`src/rtl/conv_icb_arb.sv`:
```
// Three-way ICB arbiter for the conv engine: weight loader, input loader, output writer.
// Optional build macro CONV_ICB_ARB_FIXED_PRIO_EN selects fixed priority 2 > 0 > 1 instead of round-robin.
module conv_icb_arb #(
  parameter int AW = 32,
  parameter int DW = 32
) (
  input  logic              clk,
  input  logic              rst_n,
  input  logic [2:0]        req_valid,
  output logic [2:0]        req_ready,
  input  logic [2:0]        req_read,
  input  logic [3*AW-1:0]   req_addr,
  input  logic [3*DW-1:0]   req_wdata,
  output logic [2:0]        rsp_valid,
  output logic [DW-1:0]     rsp_rdata,
  output logic              busy,
  output logic [1:0]        grant_id,
  output logic              conv_icb_cmd_valid,
  input  logic              conv_icb_cmd_ready,
  output logic [AW-1:0]     conv_icb_cmd_addr,
  output logic              conv_icb_cmd_read,
  output logic [DW-1:0]     conv_icb_cmd_wdata,
  output logic [DW/8-1:0]   conv_icb_cmd_wmask,
  input  logic              conv_icb_rsp_valid,
  output logic              conv_icb_rsp_ready,
  input  logic [DW-1:0]     conv_icb_rsp_rdata
);

  // state | meaning
  // IDLE  | no owner, arbitrate pending req_valid
  // CMD   | command presented on ICB, waiting for cmd_ready
  // RSP   | waiting for the response of the owner
  localparam logic [1:0] S_IDLE = 2'd0;
  localparam logic [1:0] S_CMD  = 2'd1;
  localparam logic [1:0] S_RSP  = 2'd2;

  logic [1:0] state;
  logic [1:0] win;
  logic       any_req;

  function automatic logic [2:0] onehot(input logic [1:0] idx);
    return 3'b001 << idx;
  endfunction

  assign any_req = |req_valid;

`ifdef CONV_ICB_ARB_FIXED_PRIO_EN
  // output drain wins so the writer never starves behind the loaders
  always_comb begin
    win = 2'd1;
    if (req_valid[2])      win = 2'd2;
    else if (req_valid[0]) win = 2'd0;
  end
`else
  logic [1:0] last;
  logic [1:0] c0, c1, c2;

  always_comb begin
    c0 = 2'd0;
    c1 = 2'd1;
    c2 = 2'd2;
    case (last)
      2'd0: begin c0 = 2'd1; c1 = 2'd2; c2 = 2'd0; end
      2'd1: begin c0 = 2'd2; c1 = 2'd0; c2 = 2'd1; end
      default: begin c0 = 2'd0; c1 = 2'd1; c2 = 2'd2; end
    endcase
    win = c2;
    if (req_valid[c0])      win = c0;
    else if (req_valid[c1]) win = c1;
  end

  always_ff @(posedge clk or negedge rst_n) begin
    if (!rst_n)
      last <= 2'd2;
    else if (state == S_IDLE && any_req)
      last <= win;
  end
`endif

  always_ff @(posedge clk or negedge rst_n) begin
    if (!rst_n) begin
      state              <= S_IDLE;
      grant_id           <= 2'd3;
      conv_icb_cmd_valid <= 1'b0;
      conv_icb_cmd_addr  <= '0;
      conv_icb_cmd_read  <= 1'b0;
      conv_icb_cmd_wdata <= '0;
      conv_icb_cmd_wmask <= '0;
    end else begin
      case (state)
        S_IDLE: begin
          if (any_req) begin
            conv_icb_cmd_valid <= 1'b1;
            conv_icb_cmd_addr  <= req_addr[win*AW +: AW];
            conv_icb_cmd_read  <= req_read[win];
            conv_icb_cmd_wdata <= req_wdata[win*DW +: DW];
            conv_icb_cmd_wmask <= req_read[win] ? '0 : '1;
            grant_id           <= win;
            state              <= S_CMD;
          end
        end
        S_CMD: begin
          if (conv_icb_cmd_ready) begin
            conv_icb_cmd_valid <= 1'b0;
            state              <= S_RSP;
          end
        end
        S_RSP: begin
          if (conv_icb_rsp_valid) begin
            grant_id <= 2'd3;
            state    <= S_IDLE;
          end
        end
        default: begin
          grant_id <= 2'd3;
          state    <= S_IDLE;
        end
      endcase
    end
  end

  assign busy               = (state != S_IDLE);
  assign req_ready          = (state == S_IDLE && any_req) ? onehot(win) : 3'b000;
  assign conv_icb_rsp_ready = (state == S_RSP);
  assign rsp_valid          = (state == S_RSP && conv_icb_rsp_valid) ? onehot(grant_id) : 3'b000;
  assign rsp_rdata          = conv_icb_rsp_rdata;

endmodule

```
`config.mk`:
```
export PLATFORM = sky130hd
export DESIGN_NAME = conv_icb_arb
export DESIGN_NICKNAME = d
export VERILOG_FILES = /design/src/rtl/conv_icb_arb.sv
export SDC_FILE = /design/constraint.sdc
export NUM_CORES = 1
export LEC_CHECK = 0
export CORE_AREA = 4 4 132 134
export DETAILED_ROUTE_END_ITERATION = 6
export DIE_AREA = 0 0 136 138
export PLACE_DENSITY = 0.76
export SLEW_MARGIN = 20
export SYNTH_ARGS = -nofsm -noshare
export SYNTH_HDL_FRONTEND = slang
export SYNTH_SLANG_ARGS = --single-unit
```
`constraint.sdc`:
```
create_clock -name clk -period 2.3 [get_ports clk]
set_clock_uncertainty 0.15 [all_clocks]
set_input_delay 0.46 -clock clk [delete_from_list [all_inputs] [get_ports clk]]
set_output_delay 0.46 -clock clk [all_outputs]
set_load 0.1 [all_outputs]
```
; ---- Word-level counts from Yosys, hierarchy flattened
; Index checks and enable logic that the tools add are counted.
[totals]
wordCells = 57
out_inout_bits = 112
regBits = 76
input_bits = 234
[op_classes]
magnitude_cmp = 3
shifts = 4
n_mux = 24
n_bitwise = 1
n_reduce_logical = 11
eq_ne = 6
[ops]
columns = operator, n
row1 = $shiftx 96x8->32, 2
row2 = $mux 2, 7
row3 = $pmux 2 s2, 3
row4 = $pmux 2 s3, 2
row5 = $lt 2x3->1 const B, 3
row6 = $reduce_and 3->1, 3
row7 = $bmux 1 s2, 3
row8 = $mux 3, 2
row9 = $ne 2x2->1 const B, 3
row10 = $shl 1x2->3 const A, 2
row11 = $mux 1, 5
row12 = $eq 2x1->1 const B, 2
row13 = $logic_not 2->1, 2
row14 = $mux 4, 1
row15 = $reduce_bool 2->1, 2
row16 = $reduce_or 3->1, 1
row17 = $eq 2x2->1 const B, 1
row18 = $logic_and 1x1->1, 2
row19 = $pmux 1 s2, 1
row20 = $reduce_and 2->1, 1
row21 = $not 1->1, 1

; ---- Longest topological paths before layout
[depth]
ltp_word = 9
ltp_mapped = 7
mapped_depth_nobuf = 4

; ---- Least setup slack after synthesis
; Ideal clock, no wire load.
[synth_timing]
path_kind = register to output
start = reg state[0]
end = out rsp_valid[1]
required_ns = 1.690
path_buffers = 0
t_arrival_ns = 4.302
setup_slack_ns = -2.612
path_stages_with_launch = 4
cell_sequence = dfrtp_1 > nor2b_1 > nand2_1 > nor3b_1
[synth_between]
elab_chain_len = 3
[synth_lines]
columns = element, line_no
row1 = "start, declared", 37  ; logic [1:0] state;
row2 = "start signal, assigned", 82  ; state <= S_IDLE;
row3 = "start signal, assigned", 99  ; state <= S_CMD;
row4 = "start signal, assigned", 105  ; state <= S_RSP;
row5 = $eq 2x2->1, n/a
row6 = net conv_icb_rsp_ready, 25  ; output logic conv_icb_rsp_ready,
row7 = $logic_and 1x1->1, 125  ; assign rsp_valid = (state == S_RSP && conv_icb_rsp_valid) ? onehot(grant_id) : 3'b000;
row8 = $mux 3, 125
row9 = "end, declared", 14  ; output logic [2:0] rsp_valid,
; The timed path passes the listed nets, and every way through them passes these cells.

; ---- Worst setup path in the final report
[layout_timing]
start = reg last[0]
end = out req_ready[0]
[layout_between]
elab_chain_len = 8
elab_cells_between_ends = 13
cone_classes = eq/ne: 1 / shift: 1 / mux: 10 / reduce/logical: 1
[layout_lines]
columns = element, line_no
row1 = "start, declared", 55  ; logic [1:0] last;
row2 = "start signal, assigned", 76  ; last <= win;
row3 = $eq 2x1->1 or $logic_not 2->1 (tied branches), 62  ; case (last)
row4 = $pmux 2 s2, 62
row5 = $bmux 1 s2, 69  ; else if (req_valid[c1]) win = c1;
row6 = $mux 1 (not written as such), 69
row7 = $mux 2, 69
row8 = $mux 2 *, 68  ; if (req_valid[c0]) win = c0;
row9 = $shl 1x2->3 *, 42  ; return 3'b001 << idx;
row10 = $mux 3 *, 123  ; assign req_ready = (state == S_IDLE && any_req) ? onehot(win) : 3'b000;
row11 = "end, declared", 10  ; output logic [2:0] req_ready,
; Mark *: on every way between the ends. The rest lies on a longest branch, timed or not. The select of a mux whose other input is x is not followed.

==> qor_table.md <==
| Step | Item | This run |
|---|---|---|
| outcome | Outcome | complete, but fails checks |
| outcome | Violated checks | setup timing |
| final layout | Fraction of layout instances using a drive strength above 1 | 0.258 |
| critical path | Arrival time of the worst setup path | 1.78 ns |
| critical path | FF-to-FF End | conv_icb_cmd_addr[15]$_DFFE_PN0P_ |
| yosys | Share of flip-flops with an asynchronous set or reset | 1.00 |
| floorplanning | Overall die width | 136 µm |
| power | Maximum VDD drop | 1.19 mV |
| global route | Number of antenna violations at the first check in global routing | 0 |
| final layout | Signed area change from the synthesized netlist to the final layout | 73.2% |
| drt | Routed wire length per instance | 20.3 µm |
| power | Cell leakage power | 0.00293 µW |
| min path | Class of the tightest hold or removal check | reg -> reg |
| placed design | HPWL after DPL | 13.2 mm |
| yosys | Share of the yosys chip area belonging to registers | 0.424 |
| min path | Number of cells traversed by the worst hold path | 2 |
| yosys | Number of flops mapped to enable cells by yosys | 0 |
| critical path | Crit Path Category | reg -> out |
| drt | Antenna Nets Post-Route | 0 |
| sta | Unrepaired setup endpoints after global routing | yes |
| final layout | Commonest cells after routing, fill and taps aside | sky130_fd_sc_hd__clkdlybuf4s50_1 (197), sky130_fd_sc_hd__buf_4 (100), sky130_fd_sc_hd__dfrtp_1 (70) |
| critical path | Critical path cell sequence | or4b_4 -> and3_4 -> nand3_4 -> clkinvlp_4 -> buf_12 |
| final layout | Commonest non-fill, non-tap cell in the layout | sky130_fd_sc_hd__clkdlybuf4s50_1 |
| yosys | Post-synthesis instance total | 398 |
| power | Power density cells | 1900 nW/µm² |
| critical path | Type of element capturing the critical path | output pin |
| min path | End point of the worst hold path | conv_icb_cmd_valid$_DFFE_PN0P_ |
| placed design | Placer's final routability congestion estimate | 0.917 |
| yosys | Mean instance size in the synthesized netlist | 10.9 µm² |
| critical path | Count of cells along the worst register-to-register path | 6 |
| sta | Pin slew with the least headroom to its limit | 0.440 ns |
| critical path | Worst-path cell with the longest stage delay | sky130_fd_sc_hd__or4b_4 |
| placed design | Worst slack at placement | -0.273 ns |
| drt | Detailed router's first-iteration violation count | 232 |
| sta | Worst-case headroom to the max-slew limit | 0.707 |
| placed design | Input/output buffers | 281 |
| clock tree | Clock root buffer master | sky130_fd_sc_hd__clkbuf_16 |
| floorplanning | Site row count | 47 |
| drt | Via count | 4631 |
| global route | Vias in the first global route | 5050 |
| critical path | R2r startpoint | last[0]$_DFFE_PN0P_ |
| global route | Pin count of the biggest net entering global routing | 39 |
| yosys | Synth cell types | 38 |
| yosys | Netlist area before placement | 4320 µm² |
| critical path | Crit path max-delay family | simple AND/OR/NAND/NOR gates |
| critical path | Required time of the critical path | 1.69 ns |
| clock tree | Max Root-Sink Buffers | 2 |
| floorplanning | Top-level port count | 346 |
| critical path | Maximum fanout encountered on the critical timing path | 5 |
| clock tree | Sinks on Clock Net | 73 |
| critical path | Startpoint type of the worst setup path | flip-flop |
| critical path | Crit path buf inv count | 2 |
| flow run | Max-capacitance violation count | 0 |
| sta | Post-layout minimum cycle time | 2.39 ns |
| clock tree | Clock-pin slew of the registers on the worst-case setup and hold paths | 0.05 ns |
| sta | Setup-failing EPs final | 2 |
| final layout | Total area of sequential cells | 1830 µm² |
| sta | Number of pins with negative max-slew slack in the final report | 0 |
| floorplanning | Y dimension of the die | 138 µm |
| drt | Detailed-routing iteration count for the pre-antenna-repair pass | 5 |
| clock tree | Clock latency on the worst-skew pair | 0.33 ns |
| final layout | Number of antenna cells inserted | 0 |
| yosys | Net count of the mapped netlist | 632 |
| sta | F_max | 418 MHz |
| clock tree | CTS buffer count | 9 |
| min path | Min-delay src | conv_icb_cmd_valid$_DFFE_PN0P_ |
| final layout | Number of nets at the end of the flow | 881 |
| sta | Number of hold violations in the final report | 0 |
| sta | Final worst-path cycle share | 1.04 |
| critical path | Largest stage delay on the critical path | 0.49 ns |
| final layout | Number of fillers in the final layout | 1467 |
| final layout | Cell Count, Final, Fillers Out | 871 |
| yosys | Top FF cell, synth | sky130_fd_sc_hd__dfrtp_1 |
| yosys | Synthesized flop and latch total | 73 |
| global route | Global router's overall resource usage | 0.181 |
| global route | Wire length of the first global-routing pass | 27.0 mm |
| placed design | Placed Cells | 848 |
| sta | Crit path setup slack, layout | -0.0941 ns |
| floorplanning | Full die area | 18800 µm² |
| yosys | Count of yosys warnings during synthesis | 0 |
| floorplanning | Initial Util | 0.265 |
| drt | Vias per Instance | 5.32 |
| clock tree | H-tree levels | 3 |
| critical path | Reg2reg setup slack | 0.11 ns |
| final layout | Area of the multi-input gates | 2020 µm² |
| drt | Routed WL | 17.7 mm |
| global route | Total congestion overflow | 0 |
| floorplanning | Std-Cell Core Area | 16300 µm² |
| drt | Number of DRC violations after detailed routing | 0 |
| clock tree | TritonCTS clock tree | done |
==> registers in the layout, indices dropped and copies added, names as in the netlist <==
signal,flops
conv_icb_cmd_valid,1
grant_id,2
conv_icb_cmd_read,1
last,2
conv_icb_cmd_wmask,1
state,2
conv_icb_cmd_wdata,32
conv_icb_cmd_addr,32
==> tightest hold or removal path, delay by kind of cell (launching register included) <==
kind / cells / cell delay, ns
AO/OA/AOI/OAI: 1 / 0.08
AND/OR/NAND/NOR: 1 / 0.06
flip-flops: 1 / 0.34
==> kinds of logic after synthesis <==
group / count (synthesis) / synth area share
and+or+nand+nor: 95 / 0.117
buffers and inverters: 83 / 0.133
AOI/OAI and AO/OA: 147 / 0.326
DFF: 73 / 0.424
==> Yosys cell counts, types with 5 or more instances <==
cell type / number / area [µm²]
sky130_fd_sc_hd__nor3_1: 65 / 325
sky130_fd_sc_hd__clkbuf_1: 18 / 67.6
sky130_fd_sc_hd__nand2_1: 9 / 33.8
sky130_fd_sc_hd__o221a_2: 15 / 169
sky130_fd_sc_hd__buf_2: 9 / 45.0
sky130_fd_sc_hd__dfrtp_1: 70 / 1750
sky130_fd_sc_hd__a2bb2oi_1: 66 / 578
sky130_fd_sc_hd__buf_8: 5 / 75.1
sky130_fd_sc_hd__o221a_1: 49 / 552
sky130_fd_sc_hd__buf_6: 6 / 67.6
sky130_fd_sc_hd__buf_4: 36 / 270
sky130_fd_sc_hd__o21ai_0: 6 / 30.0
==> layout make-up <==
cell class                      instances  area share
Clock buffer                           12      0.0329
Timing Repair Buffer                  317       0.410
Tap cell                              220      0.0368
Inverter                                4     0.00301
Sequential cell                        73       0.245
Multi-Input combinational cell        242       0.270
Clock inverter                          3     0.00234
==> repair_timing <==
action | 4_1_cts | 5_1_grt
setup endpoints to repair | 3 | 3
hold endpoints to repair | 13 | 0
gates resized for setup | 7 | 3
hold buffers | 1 | 0
pin swaps | 2 | 5
buffers inserted | 5 | 2
==> worst max-delay path by stage <==
stage | depth (start not counted) | slack, ns | startpoint | endpoint
6_report | 5 | -0.09 | last[0]$_DFFE_PN0P_ | req_ready[0]
5_1_grt | 5 | -0.15 | last[0]$_DFFE_PN0P_ | req_ready[0]
4_1_cts | 5 | -0.13 | last[1]$_DFFE_PN1P_ | req_ready[0]
3_5_place_dp | 6 | -0.27 | req_valid[0] | conv_icb_cmd_addr[13]$_DFFE_PN0P_
3_3_place_gp | 6 | -0.27 | req_valid[0] | req_ready[0]
2_1_floorplan | 3 | -0.30 | state[0]$_DFFE_PN0P_ | rsp_valid[1]
==> report_power, final <==
group / switching, µW / internal (µW) / leakage (µW)
logic: 7120 / 3360 / 0.00199
clock network: 534 / 751 / 0.000128
registers: 463 / 1980 / 0.000808
total: 8120 / 6080 / 0.00293
==> metal layers <==
layer | vias to the layer above | share of wire | track usage
met5 | - | 0 | 0
met4 | 0 | 0.034 | 0.0828
met3 | 56 | 0.075 | 0.0418
met2 | 253 | 0.52 | 0.326
met1 | 2280 | 0.37 | 0.198
li1 | 2042 | - | -
==> metrics by stage <==
| stage | TNS, ns | power [µW] | util | cell area [µm²] | hold WS (ns) |
|---|---|---|---|---|---|
| 3_3_place_gp | -14.27 | 12600 | 0.438 | 7130 | 0.195 |
| 4_1_cts | -0.166 | 14200 | 0.458 | 7450 | 0.372 |
| 5_1_grt | -0.223 | 14800 | 0.459 | 7480 | 0.389 |
| 2_1_floorplan | -1.01 | 10600 | - | 4410 | 0.0144 |
| 6_report | -0.100 | 14200 | 0.459 | 7480 | 0.366 |
| 3_5_place_dp | -16.09 | 12800 | 0.438 | 7130 | 0.200 |
Note: power is estimated with default switching activity, not from simulation.
==> RTL edit 1, RTL diff (same flow settings) <==
`AW`: 32 -> 16.
--- a/src/rtl/conv_icb_arb.sv
+++ b/src/rtl/conv_icb_arb.sv
@@ -1,7 +1,7 @@
 // Three-way ICB arbiter for the conv engine: weight loader, input loader, output writer.
 // Optional build macro CONV_ICB_ARB_FIXED_PRIO_EN selects fixed priority 2 > 0 > 1 instead of round-robin.
 module conv_icb_arb #(
-  parameter int AW = 32,
+  parameter int AW = 16,
   parameter int DW = 32
 ) (
   input  logic              clk,
Interface: changed (resized conv_icb_cmd_addr and req_addr); port bits go from 346 to 282. No check against the original RTL was run, so the function may have changed too.
==> RTL edit 1 against the unedited design <==
  * The run ends with design-rule violations, negative setup slack left
  * Final area down 8.8%
  * Via count down 5.2%
  * Routed wire length down 10%
  * Setup slack better by 12 ps
  * Sequential cell count down 16
  * Largest power group unchanged
  * Power down 20%
  * Area after synthesis down 6.1%
  * Final cell count down 2.9%
  * Hold slack worse by 23 ps
==> RTL edit 1: results (changes against the unedited design) <==
| Metric | Value |
|---|---|
| Clk_lat worst skew | 330 ps (about the same) |
| Post-placement setup slack | -368 ps (-94.4 ps) |
| Area contributors post-synth | dfrtp_1 (33%), mux2_2 (13%), a222oi_1 (12%) |
| Slew HR | 58.2% (-12 points) |
| VDD IR max | 0.968 mV (-19%) |
| Final Net Count | 807 (-8.4%) |
| Most frequent cells after synthesis | nand2_1 (57), dfrtp_1 (54), a222oi_1 (48), nand3_1 (48), o211ai_1 (48) |
| Min-delay worst type | register to register |
| Static leakage | 2.75 nW (-6.1%) |
| CTS H-tree lvls | 3 (unchanged) |
| Setup WS post-layout | -82.3 ps (+11.8 ps) |
| Vias in the first global route | 4494 (-11%) |
| MaxCap Viol Count | 0 (unchanged) |
| Netlist cell types | 40 (+5.3%) |
| DR WL/cell | 18.8 um (-7.5%) |
| Max FO, Critical Path | 4 (-1) |
| Async set-reset flop share out of synthesis | 100% (unchanged) |
| First drt pass iteration count | 7 (+2) |
| GP Congestion | 0.741 (-19%) |
| Pin count of the biggest net entering global routing | 58 (+49%) |
| Dominant synthesized flop cell | dfrtp_1 |
| Share of layout cells above drive strength 1 | 31.9% (+6.1 points) |
| Share of the yosys chip area belonging to registers | 35.3% (-7.1 points) |
| Status | complete, but fails checks |
| First-pass GRT wire length | 23900 um (-12%) |
| Fin Setup TNS | -151 ps (-50.8 ps) |
| Clock buffer count from CTS | 9 (unchanged) |
| Gr usage total | 16.3% (-1.8 points) |
| Dpl hpwl | 11700 um (-12%) |
| First DRT Iteration DRCs | 364 (+57%) |
| Violations in the final reports | design-rule violations, negative setup slack |
| # port buffers | 217 (-23%) |
| Root buffer cell | clkbuf_16 |
| Setup violators final | 2 (unchanged) |
| Critical Path AT | 1770 ps |
| Detail Route Antenna Nets | 0 (unchanged) |
| Max reg flops | 32 |
| Placed cell area | 6440 um2 (-9.6%) |
| Clk slew on worst S/H paths | 50 ps (about the same) |
| Via count | 4388 (-5.2%) |
| Synth Warn # | 0 (unchanged) |
| Initial antenna violation count | 1 (+1) |
| Mapped Nets | 611 (-3.3%) |
| DRC errors left | 8 (+8) |
| Max Root-Sink Buffers | 2 (unchanged) |
| Biggest regs | conv_icb_cmd_wdata x32, conv_icb_cmd_addr x16 |
| Antenna cells | 0 (unchanged) |
## RTL edit 1: cells by family (layout without fill, tap and decap cells)
kind of cell / after synthesis / count (layout) / share of synthesized area, %
simple gates: 125 / 125 / 14.7
compound gates: 113 / 113 / 23.8
buf+inv: 81 / 282 / 12.6
flops: 57 / 57 / 35.3
mux: 49 / 49 / 13.6
## RTL edit 1: worst paths after layout
| check | start | endpoint | slack (ps) | depth (start not counted) |
|---|---|---|---|---|
| setup reg to reg | last[0] | conv_icb_cmd_addr[8] | 180 | 7 |
| hold reg to reg | conv_icb_cmd_wdata[29] | conv_icb_cmd_wdata[29] | 340 | 2 |
| min in group asynchronous | rst_n | conv_icb_cmd_wdata[16] | 540 | 3 |
| setup / recovery | state[0] | req_ready[0] | -80 | 5 |
| hold / removal | conv_icb_cmd_wdata[29] | conv_icb_cmd_wdata[29] | 340 | 2 |
| max in group asynchronous | rst_n | grant_id[1] | 1150 | 3 |
## RTL edit 1: area by class of cell
class	instances	area, um2
inverters	2	11.3
repair buffers	264	2590
fillers	1581	9470
clock inverters	3	15.0
flip-flops and latches	57	1430
well taps	220	275
clock buffers	13	260
multi-input cells	287	2240
## RTL edit 1: what timing repair did
item | 4_1_cts | 5_1_grt
setup buffers | 4 | 3
hold endpoints to repair | 19 | 0
hold buffers | 1 | 0
setup endpoints to repair | 4 | 6
gates resized for setup | 11 | 4
pin swaps | 5 | 2
## RTL edit 1: metal layers
layer / up-vias / routed length [um] / track usage [%]
met4: 2 / 542 / 8.12
met5: - / 13 / 0
met3: 43 / 1300 / 4.61
met2: 193 / 7920 / 28.5
li1: 2030 / - / -
met1: 2120 / 6150 / 17.9
## RTL edit 1: metrics by stage
stage | cells | hold WS (ps)
finish | 846 | 342
global route | 846 | 356
CTS | 844 | 341
detailed placement | 823 | 329
global placement | 823 | 331
floorplan | 425 | 14.4
## RTL edit 1: critical path: stages, from the launching register on
cell,delay (ps)
dfrtp_1,370
or2_4,270
a21o_2,200
or2_4,260
a21oi_4,140
buf_12,190
## RTL edit 1: power by group
part           internal, mW  switching (mW)  leakage (nW)  total (mW)
registers              1.53           0.326         0.703        1.85
clock network         0.782           0.459         0.139        1.24
logic                  2.37            5.87          1.91        8.25
total                  4.68            6.66          2.75        11.3
==> RTL edit 2, RTL diff (same flow settings) <==
Made on the original files. Reset style: synchronous (`rst_n`), changed in 2 clocked blocks.
--- a/src/rtl/conv_icb_arb.sv
+++ b/src/rtl/conv_icb_arb.sv
@@ -69,7 +69,7 @@
     else if (req_valid[c1]) win = c1;
   end
 
-  always_ff @(posedge clk or negedge rst_n) begin
+  always_ff @(posedge clk) begin
     if (!rst_n)
       last <= 2'd2;
     else if (state == S_IDLE && any_req)
@@ -77,7 +77,7 @@
   end
 `endif
 
-  always_ff @(posedge clk or negedge rst_n) begin
+  always_ff @(posedge clk) begin
     if (!rst_n) begin
       state              <= S_IDLE;
       grant_id           <= 2'd3;
Behaviour: differs if rst_n is asserted again (counterexample within 4 cycles, from zero or initial values and one cycle with rst_n low); with rst_n held inactive, the same outputs for 4 cycles.
==> RTL edit 2 against the unedited design <==
  * Final area rose by 7.6%
  * Routed wire length rose by 4.4%
  * Sequential cell count did not move
  * Maximum frequency rose by 7.2%
  * Setup slack improved by 160 ps
  * Non-clock buffer count fell by 4
  * Area after synthesis rose by 10%
  * Critical endpoint is now req_ready[1]
  * Highest routed layer unchanged
Power is not compared: it rests on default switching activity, and its combinational part moved more than twofold at a synthesized area within 25%.
==> RTL edit 2: results (changes against the unedited design) <==
| Metric | Value |
|---|---|
| Async set-reset flop share out of synthesis | 0% (-100 points) |
| Area contributors post-synth | dfxtp_1 (31%), a221o_1 (13%), a22oi_1 (10%) |
| Gr usage total | 18.6% (+0.56 points) |
| Vias in the first global route | 5259 (+4.1%) |
| Dominant synthesized flop cell | dfxtp_1 |
| Most frequent cells after synthesis | dfxtp_1 (73), nand2_1 (69), a21oi_1 (66) |
| Via count | 5276 (+14%) |
| Max Root-Sink Buffers | 2 (unchanged) |
| Final Net Count | 1013 (+15%) |
| GP Congestion | 0.834 (-9.1%) |
| Initial antenna violation count | 0 (unchanged) |
| First-pass GRT wire length | 28100 um (+4.0%) |
| First DRT Iteration DRCs | 288 (+24%) |
| Worst Setup SP | req_valid[0] |
| CP max-delay cell | nor3_2 |
| Reg2Reg Depth | 8 (+2) |
| CP top delay family | buffers and inverters |
| Pin count of the biggest net entering global routing | 58 (+49%) |
| Slowest Stage Delay on Critical Path | 250 ps (-240 ps) |
| Dpl hpwl | 13400 um (+1.3%) |
| Slew @ Worst Pin | 677 ps (+237 ps) |
| Setup crit end | req_ready[1] |
| WL final | 18500 um (+4.4%) |
| Share of the yosys chip area belonging to registers | 30.7% (-12 points) |
| Reg-to-Reg Start | last[0] |
| Critical Path AT | 1620 ps (-160 ps) |
| Netlist cell types | 31 (-18%) |
| R2r setup slk | 260 ps (+150 ps) |
| Synth Warn # | 0 (unchanged) |
| Crit Reg-Reg Endpoint | conv_icb_cmd_wdata[13] |
| Mapped Nets | 774 (+22%) |
| Share of layout cells above drive strength 1 | 25.0% (-0.81 points) |
| Placed cell area | 7680 um2 (+7.6%) |
| Max FO, Critical Path | 6 (+1) |
| Status | finished clean |
## RTL edit 2: cell types whose count changed after synthesis, moves of 27 or more
cell	unedited run	this run
a21oi_1	3	66
a22oi_1	1	64
a2bb2oi_1	66	0
a221o_1	0	64
mux2_2	0	37
dfrtp_1	70	0
mux2_1	0	27
o221a_1	49	0
nand2_1	9	69
dfxtp_1	0	73
nor3_1	65	4
## RTL edit 2: what timing repair did
action                                  in CTS  in global routing
resized for setup                           10                  8
setup buffers                                2                  2
endpoints found under the setup margin      60                  3
pin swaps                                    1                  3
## RTL edit 2: stage by stage
step	TNS, ps	power, mW	setup slack (ps)	std cells
finish	0	5.94	67.2	1004
global route	0	6.17	0.328	1004
CTS	0	5.99	3.07	1002
detailed placement	-24090	4.49	-386	984
global placement	-20730	4.47	-322	984
floorplan	-4590	3.81	-257	540
## RTL edit 2: layout make-up
cell class,instances,area (um2)
clock buffers,11,253
flip-flops and latches,73,1470
well taps,220,275
fillers,1522,8240
clock inverters,5,53.8
repair buffers,313,3100
multi-input cells,379,2890
inverters,3,11.3
## RTL edit 2: worst min path at each step
| stage | endpoint | from | slack, ps |
|---|---|---|---|
| after floorplan | state[0] | state[0] | 320 |
| after global placement | conv_icb_cmd_addr[30] | conv_icb_cmd_addr[30] | 320 |
| after detailed placement | conv_icb_cmd_read | conv_icb_cmd_read | 320 |
| after CTS | conv_icb_cmd_read | conv_icb_cmd_read | 330 |
| after global routing | conv_icb_cmd_addr[24] | conv_icb_cmd_addr[24] | 350 |
| final | conv_icb_cmd_read | conv_icb_cmd_read | 330 |
## RTL edit 2: kinds of logic after synthesis
family / Yosys count / synth area share (%)
and+or+nand+nor: 105 / 9.92
buffers and inverters: 88 / 11.4
muxes: 64 / 15.1
DFF: 73 / 30.7
AOI/OAI and AO/OA: 210 / 32.8
## RTL edit 2: report_power, final
part,internal [mW],switching [mW]
clock network,0.896,0.560
registers,1.44,0.122
logic,0.985,1.94
## RTL edit 2: tightest hold or removal path: stages, from the launching register on
cell and delay (ps):
dfxtp_1 310, nand2_1 50, a21boi_0 70
## RTL edit 2: per-layer routing
metal	vias to the layer above	global-route usage [%]	wire, um
li1	2512	-	-
met1	2514	22.7	7450
met2	216	31.4	9140
met3	34	4.91	1470
met4	0	6.68	437
met5	-	0	0
